==> src/rtl/umi_port_arbiter.sv <==
// Per-output-port arbiter for the UMI crossbar: fixed / round-robin / aging modes with a requester mask.
// Latency: zero; the grant is combinational from requests, mask and registered state.
// Backpressure: a grant issued while out_ready=0 is locked and held until accepted or its request drops.
module umi_port_arbiter #(
  parameter  int N    = 4,
  parameter  int AGEW = 4,
  localparam int IW   = (N > 1) ? $clog2(N) : 1
) (
  input  logic          clk,
  input  logic          nreset,
  input  logic [1:0]    mode,
  input  logic [N-1:0]  mask,
  input  logic [N-1:0]  requests,
  input  logic          out_ready,
  output logic [N-1:0]  grants,
  output logic [IW-1:0] grant_idx,
  output logic          out_valid
);

  localparam logic [N-1:0]    ONE_N    = {{(N-1){1'b0}}, 1'b1};
  localparam logic [AGEW-1:0] AGE_MAX  = '1;
  localparam logic [AGEW-1:0] AGE_ONE  = {{(AGEW-1){1'b0}}, 1'b1};

  logic            lock;
  logic [N-1:0]    locked_grant;
  logic [N-1:0]    rr_ptr;
  logic [AGEW-1:0] age [N];

  logic [N-1:0]    eligible;
  logic [N-1:0]    urgent;
  logic [N-1:0]    rr_hi;
  logic [N-1:0]    arb_grant;
  logic [N-1:0]    grant_int;
  logic            lock_hold;
  logic            accept;

  // Isolate the lowest set bit (two's complement trick).
  function automatic logic [N-1:0] lowest(input logic [N-1:0] v);
    lowest = v & (~v + ONE_N);
  endfunction

  // Eligibility and urgency per requester.
  always_comb begin
    eligible = requests & ~mask;
    urgent   = '0;
    for (int i = 0; i < N; i++) begin
      urgent[i] = eligible[i] && (age[i] == AGE_MAX);
    end
  end

  // Eligible requesters at or above the round-robin pointer (rr_ptr is one-hot).
  assign rr_hi = eligible & ~(rr_ptr - ONE_N);

  // Fresh arbitration according to mode; 11 behaves as round-robin.
  always_comb begin
    arb_grant = '0;
    case (mode)
      2'b00:   arb_grant = lowest(eligible);
      2'b10:   arb_grant = (|urgent) ? lowest(urgent) : lowest(eligible);
      default: arb_grant = (|rr_hi) ? lowest(rr_hi) : lowest(eligible);
    endcase
  end

  // A locked grant overrides arbitration only while its request is still up;
  // if the request drops, the lock is abandoned and we arbitrate this cycle.
  assign lock_hold = lock && (|(locked_grant & requests));
  assign grant_int = lock_hold ? locked_grant : arb_grant;

  // Reset forces the outputs low immediately, not just at the next edge.
  assign grants    = nreset ? grant_int : '0;
  assign out_valid = |grants;
  assign accept    = out_valid & out_ready;

  // Binary index of the granted requester.
  always_comb begin
    grant_idx = '0;
    for (int i = 0; i < N; i++) begin
      if (grants[i]) grant_idx = IW'(i);
    end
  end

  // Lock whenever a grant is outstanding but not accepted; re-capturing the
  // held grant keeps the lock stable across a multi-cycle stall.
  always_ff @(posedge clk or negedge nreset) begin
    if (!nreset) begin
      lock         <= 1'b0;
      locked_grant <= '0;
    end else begin
      lock         <= out_valid & ~out_ready;
      locked_grant <= grants;
    end
  end

  // Round-robin pointer advances past the winner on each accept in RR modes.
  always_ff @(posedge clk or negedge nreset) begin
    if (!nreset) begin
      rr_ptr <= ONE_N;
    end else if (accept && mode[0]) begin
      rr_ptr <= {grants[N-2:0], grants[N-1]};
    end
  end

  // Saturating age per requester: cleared on accept or idle, bumped while waiting.
  always_ff @(posedge clk or negedge nreset) begin
    if (!nreset) begin
      for (int i = 0; i < N; i++) begin
        age[i] <= '0;
      end
    end else begin
      for (int i = 0; i < N; i++) begin
        if (!requests[i] || (accept && grants[i])) begin
          age[i] <= '0;
        end else if (eligible[i] && (age[i] != AGE_MAX)) begin
          age[i] <= age[i] + AGE_ONE;
        end
      end
    end
  end

endmodule
==> config.mk <==
export PLATFORM = sky130hd
export DESIGN_NAME = umi_port_arbiter
export DESIGN_NICKNAME = d
export VERILOG_FILES = /design/src/rtl/umi_port_arbiter.sv
export SDC_FILE = /design/constraint.sdc
export NUM_CORES = 1
export LEC_CHECK = 0
export BUFFER_PORTS_ARGS = -buffer_cell sky130_fd_sc_hd__buf_4
export CORE_MARGIN = 1.5
export CORE_UTILIZATION = 35
export CTS_BUF_LIST = sky130_fd_sc_hd__clkbuf_8
export DETAILED_ROUTE_END_ITERATION = 10
export HOLD_SLACK_MARGIN = 0.15
export SLEW_MARGIN = 20
export SYNTH_ARGS = -nofsm -noshare
export SYNTH_HDL_FRONTEND = slang
export SYNTH_SLANG_ARGS = --single-unit
==> constraint.sdc <==
create_clock -name clk -period 3.8 [get_ports clk]
set_clock_uncertainty 0.05 [all_clocks]
set_input_delay 0.76 -clock clk [delete_from_list [all_inputs] [get_ports clk]]
set_output_delay 0.76 -clock clk [all_outputs]
set_load 0.005 [all_outputs]
* Yosys cells after proc, flatten, opt, wreduce, memory -nomap -nowiden
Index checks and enable logic that the tools add are counted.
W data, S select, Z words.
** Storage, ports and cells
- Flip-flop bits (word level) :: 25
- Bits of input ports :: 13
- Output and inout port bits :: 7
- Logic and storage cells :: 85
** Operators by class
- $add $sub $neg :: 8
- Eq/ne operators :: 9
- Mux-type cells :: 16
- Bitwise operators :: 14
- Reduce and logical (&&, ||, !) cells :: 31
** Operators with widths (number)
- $mux W4 :: 12
- $add A4 B1 Y4 const B :: 7
- $and A4 B4 Y4 :: 6
- $not A4 Y4 :: 5
- $eq A4 B4 Y1 const B :: 4
- $ne A4 B4 Y1 const B :: 4
- $reduce_or A4 Y1 :: 4
- $logic_and A1 B1 Y1 :: 14
- $pmux W4 S2 :: 1
- $reduce_bool A2 Y1 :: 4
- $logic_not A1 Y1 :: 4
- $logic_or A1 B1 Y1 :: 4
- $mux W2 :: 2
- $sub A4 B1 Y4 const B :: 1
- $and A1 B1 Y1 :: 2
- $eq A2 B2 Y1 const B :: 1
- $logic_not A2 Y1 :: 1
- $mux W1 :: 1
- $not A1 Y1 :: 1

* Logic depth before layout (Yosys ltp)
- Depth in word-level cells :: 15
- Gate-level depth with buffers :: 10
- Gate-level depth less buffers :: 9

* Least setup slack after synthesis
No wires, ideal clock.
- Path kind :: in2out
- Start :: input port requests[2]
- End :: output port grant_idx[0]
- Arrival time :: 2.203 ns
- Required time :: 2.990 ns
- Path slack :: 0.787 ns
- Stages on the path :: 6
- Path buffers :: 0
- Path through :: a22o_1 -> o21ai_0 -> o311ai_0 -> or4_4 -> and2_1 -> o21bai_1
** On the way
- Word-level cells in the longest chain between the ends :: 11
- Elaborated cells on any way between the ends :: 25
- Classes of those cells :: add/sub (3); mux (8); bitwise (9); reduce/logical (5)
** RTL lines
- start, declared :: line 13 : input logic [N-1:0] requests,
- $and A4 B4 Y4 :: line 44 : eligible = requests & ~mask;
- $and A4 B4 Y4 / $logic_and A1 B1 Y1 (equally long branches) :: line 52, 47
- $not A4 Y4 :: line 39 : lowest = v & (~v + ONE_N);
- $add A4 B1 Y4 :: line 39
- $and A4 B4 Y4 :: line 39
- $mux W4 (on tied branches) :: line 60, 59
- $pmux W4 S2 :: line 57 : case (mode)
- $mux W4 * :: line 67 : assign grant_int = lock_hold ? locked_grant : arb_grant;
- $mux W4 * :: line 70 : assign grants = nreset ? grant_int : '0;
- $mux W2 :: line 78 : if (grants[i]) grant_idx = IW'(i);
- $mux W2 * :: line 78
- end, declared :: line 16 : output logic [IW-1:0] grant_idx,
Mark *: on every way between the ends. The rest lies on a longest branch, timed or not.

* Worst setup path in the final report
- Start :: register rr_ptr[0]
- End :: output port out_valid
** On the way
- Word-level cells in the longest chain between the ends :: 11
- Elaborated cells on any way between the ends :: 12
- Classes of those cells :: add/sub (2); mux (4); bitwise (4); reduce/logical (2)
** RTL lines
- start, declared :: line 26 : logic [N-1:0] rr_ptr;
- start signal, assigned :: line 99 : rr_ptr <= {grants[N-2:0], grants[N-1]};
- $sub A4 B1 Y4 * :: line 52 : assign rr_hi = eligible & ~(rr_ptr - ONE_N);
- $not A4 Y4 * :: line 52
- $and A4 B4 Y4 * :: line 52
- $not A4 Y4 :: line 39
- $add A4 B1 Y4 :: line 39
- $and A4 B4 Y4 :: line 39
- $mux W4 * :: line 60 : default: arb_grant = (|rr_hi) ? lowest(rr_hi) : lowest(eligible);
- $pmux W4 S2 * :: line 57
- $mux W4 * :: line 67
- $mux W4 * :: line 70
- $reduce_or A4 Y1 * :: line 71 : assign out_valid = |grants;
- end, declared :: line 17 : output logic out_valid
Marks and branches as above.

==> results.toml <==
[timing]
timing.fmax_ghz = 0.289
rsz0062_at_grt = "false"
relSlewSlack_pct = 61.7
setup_viol_count_final = 0
setup_slack_ns = 0.341
post-route-period-util_pct = 91.0
tightest_slew_ns = 0.574
whs_ns = 0.341
report.final.hold_viol_count = 0
final_max_slew_viol_count = 0
post-route-min-period_ns = 3.46
tns_ns = 0

[layout]
seq_area_um2 = 627
layout.nets = 224
fin_cells = 257
num_antenna_cells = 0
multiInputGateArea_um2 = 992
final_cell_mix = "dfrtp_1, buf_4, nand2_1, nor2_1, a211oi_1"
syn_to_final_growth_pct = 15.1
drive_gt1_share_pct = 17.6
layout_commonest_cell = "dfrtp_1"
num-fill-cells = 450

[detailed_routing]
drc = 0
drtPass1Iterations = 5
vias = 1476
viasPerCell = 5.74
drtIter0Drc = 59
drt-wirelength-per-cell_um = 16.3
ant_nets = 0
wl_um = 4180

[status]
status = "complete, no violations"

[global_route]
grt_pass1_vias = 1535
track_usage_pct = 18.0
grt_max_degree = 30
grt_pass1_wl_um = 7260
grt_remaining_overflow = 0
antenna_found_initial = 0

[yosys]
ys_seq_area_share_pct = 37.4
yosys_warnings = 0
async_flop_share_pct = 100
ys_seq_elements = 25
synth_edf_count = 0
syn_area_per_cell_um2 = 9.21
synth_ff_type = "dfrtp_1"
ys_types = 54
synthCells = 182
syn_area_um2 = 1680
syn-num-nets = 200

[clocking]
clock_latency_ns = 0.27
clock-root-buffer = "clkbuf_8"
cts_max_path_buffers = 2
clock_sinks = 25
cts_buffers = 3
postCtsSetupBuffers = 0
ctsResizeCount = 0
postCtsHoldBufs = 0
tritoncts = "built"
h-tree-depth = 1
clk_pin_slew_ns = 0.09

[pwr]
swShare_pct = 31.1
switchingPower_mw = 0.191
leakage_nw = 0.858
finalPower_mw = 0.615
combPwrFrac_pct = 23.8
power.clock.fraction_pct = 26.3
ir_drop_mv = 0.193
p_seq_share_pct = 49.9
internal_power_mw = 0.423
powerDensity_nw_per_um2 = 319

[worst_setup_path]
worstRegToRegCells = 9
rrSetupSlack_ns = 1.16
worst_setup_path_end_kind = "output port"
required_ns = 2.99
worstSetupPathType = "reg2out"
start_kind = "register"
reg2reg_to = "age[10]"
path_max_fanout = 8
timing.rr.start = "rr_ptr[0]"
cp.arrival_ns = 2.65

[job]
maxCapViolCount = 0

[placement]
place_ws_ns = 0.347
place.gp.congestion = 0.934
port-buffer-count = 19
place_inst = 253
dp_hpwl_um = 3110

[die]
top_level_ports = 20
core_um2 = 4470
rows = 24
start_util_pct = 37.4
die_x_um = 72.2
dieArea_um2 = 5210
chipHeight_um = 72.2

[worst_hold_path]
min_path_type = "in2async"
sequential cells by signal, indices dropped and copies added (netlist names):
name,flops
age,16
lock,1
locked_grant,4
rr_ptr,4
power groups by stage:
stage	logic (mW)	registers, mW	clock network (mW)
floorplan	0.0953	0.304	0
global placement	0.148	0.311	0
detailed placement	0.145	0.311	0
CTS	0.146	0.306	0.170
global route	0.165	0.309	0.178
finish	0.146	0.307	0.162
layout make-up:
cell class | count | share of cell area [%]
Multi-Input combinational cell | 145 | 51.5
Sequential cell | 25 | 32.5
Tap cell | 52 | 3.37
Timing Repair Buffer | 22 | 8.57
Clock inverter | 1 | 0.195
Clock buffer | 3 | 2.14
Inverter | 9 | 1.75
worst max path at each step:
stage                      from  cells past startpoint            to
finish                rr_ptr[0]                      8     out_valid
global route          rr_ptr[0]                      9     out_valid
CTS                   rr_ptr[0]                      9     out_valid
detailed placement      mask[0]                      9     out_valid
global placement        mask[0]                      9     out_valid
floorplan           requests[2]                      6  grant_idx[0]
synthesized netlist by cell type (all sizes together), types with 2 or more instances:
library cell / number / share of area, %
dfrtp: 24 / 36
nand2: 22 / 5.4
nor2: 12 / 2.7
a211oi: 10 / 4.5
o21ai: 10 / 3.2
inv: 9 / 2.0
nand3: 8 / 2.4
xor2: 6 / 3.1
ha: 5 / 3.7
nand2b: 5 / 1.9
nor2b: 5 / 1.9
xnor2: 5 / 2.6
a21oi: 4 / 1.2
and2: 4 / 1.5
o211ai: 4 / 2.1
a221oi: 3 / 1.6
a22o: 3 / 1.6
and3: 3 / 1.1
a2111oi: 2 / 2.2
a21o: 2 / 0.90
a41oi: 2 / 1.0
and4b: 2 / 1.2
buf: 2 / 1.1
nand4: 2 / 0.75
nor3: 2 / 0.60
nor4: 2 / 0.75
o21a: 2 / 0.90
o31ai: 2 / 0.90
or2: 2 / 0.75
or4: 2 / 1.1
critical path, stage by stage (launching register included):
cell and delay, ns:
dfstp_2 0.62, inv_1 0.08, ha_1 0.31, nand3b_1 0.17, a311o_1 0.41, a41oi_1 0.28, nand2_1 0.14, or2_1 0.23
buf_4 0.14
per-stage QoR:
stage               utilization (%)  instance area, um2
finish                         43.1                1930
global route                   43.1                1930
CTS                            43.1                1930
detailed placement             42.1                1880
global placement               42.1                1880
floorplan                         -                1680
metal layers:
| layer | vias to the layer above | track usage (%) | share of wire, % |
|---|---|---|---|
| met2 | 55 | 27.8 | 45 |
| met4 | 0 | 7.97 | 2.3 |
| met3 | 12 | 4.17 | 6.6 |
| met5 | - | 0 | 0 |
| li1 | 728 | - | - |
| met1 | 681 | 24.1 | 46 |
kinds of logic after synthesis:
| kind of cell | count (synthesis) | share of synthesized area, % |
|---|---|---|
| adder cells (fa/ha/maj) | 5 | 3.73 |
| XOR/XNOR | 11 | 5.75 |
| multiplexers | 1 | 0.672 |
| AO/OA/AOI/OAI | 56 | 26.7 |
| flip-flops | 25 | 37.4 |
| buffers and inverters | 12 | 3.36 |
| AND/OR/NAND/NOR | 72 | 22.4 |
No activity file was read; power rests on OpenSTA's default activity.
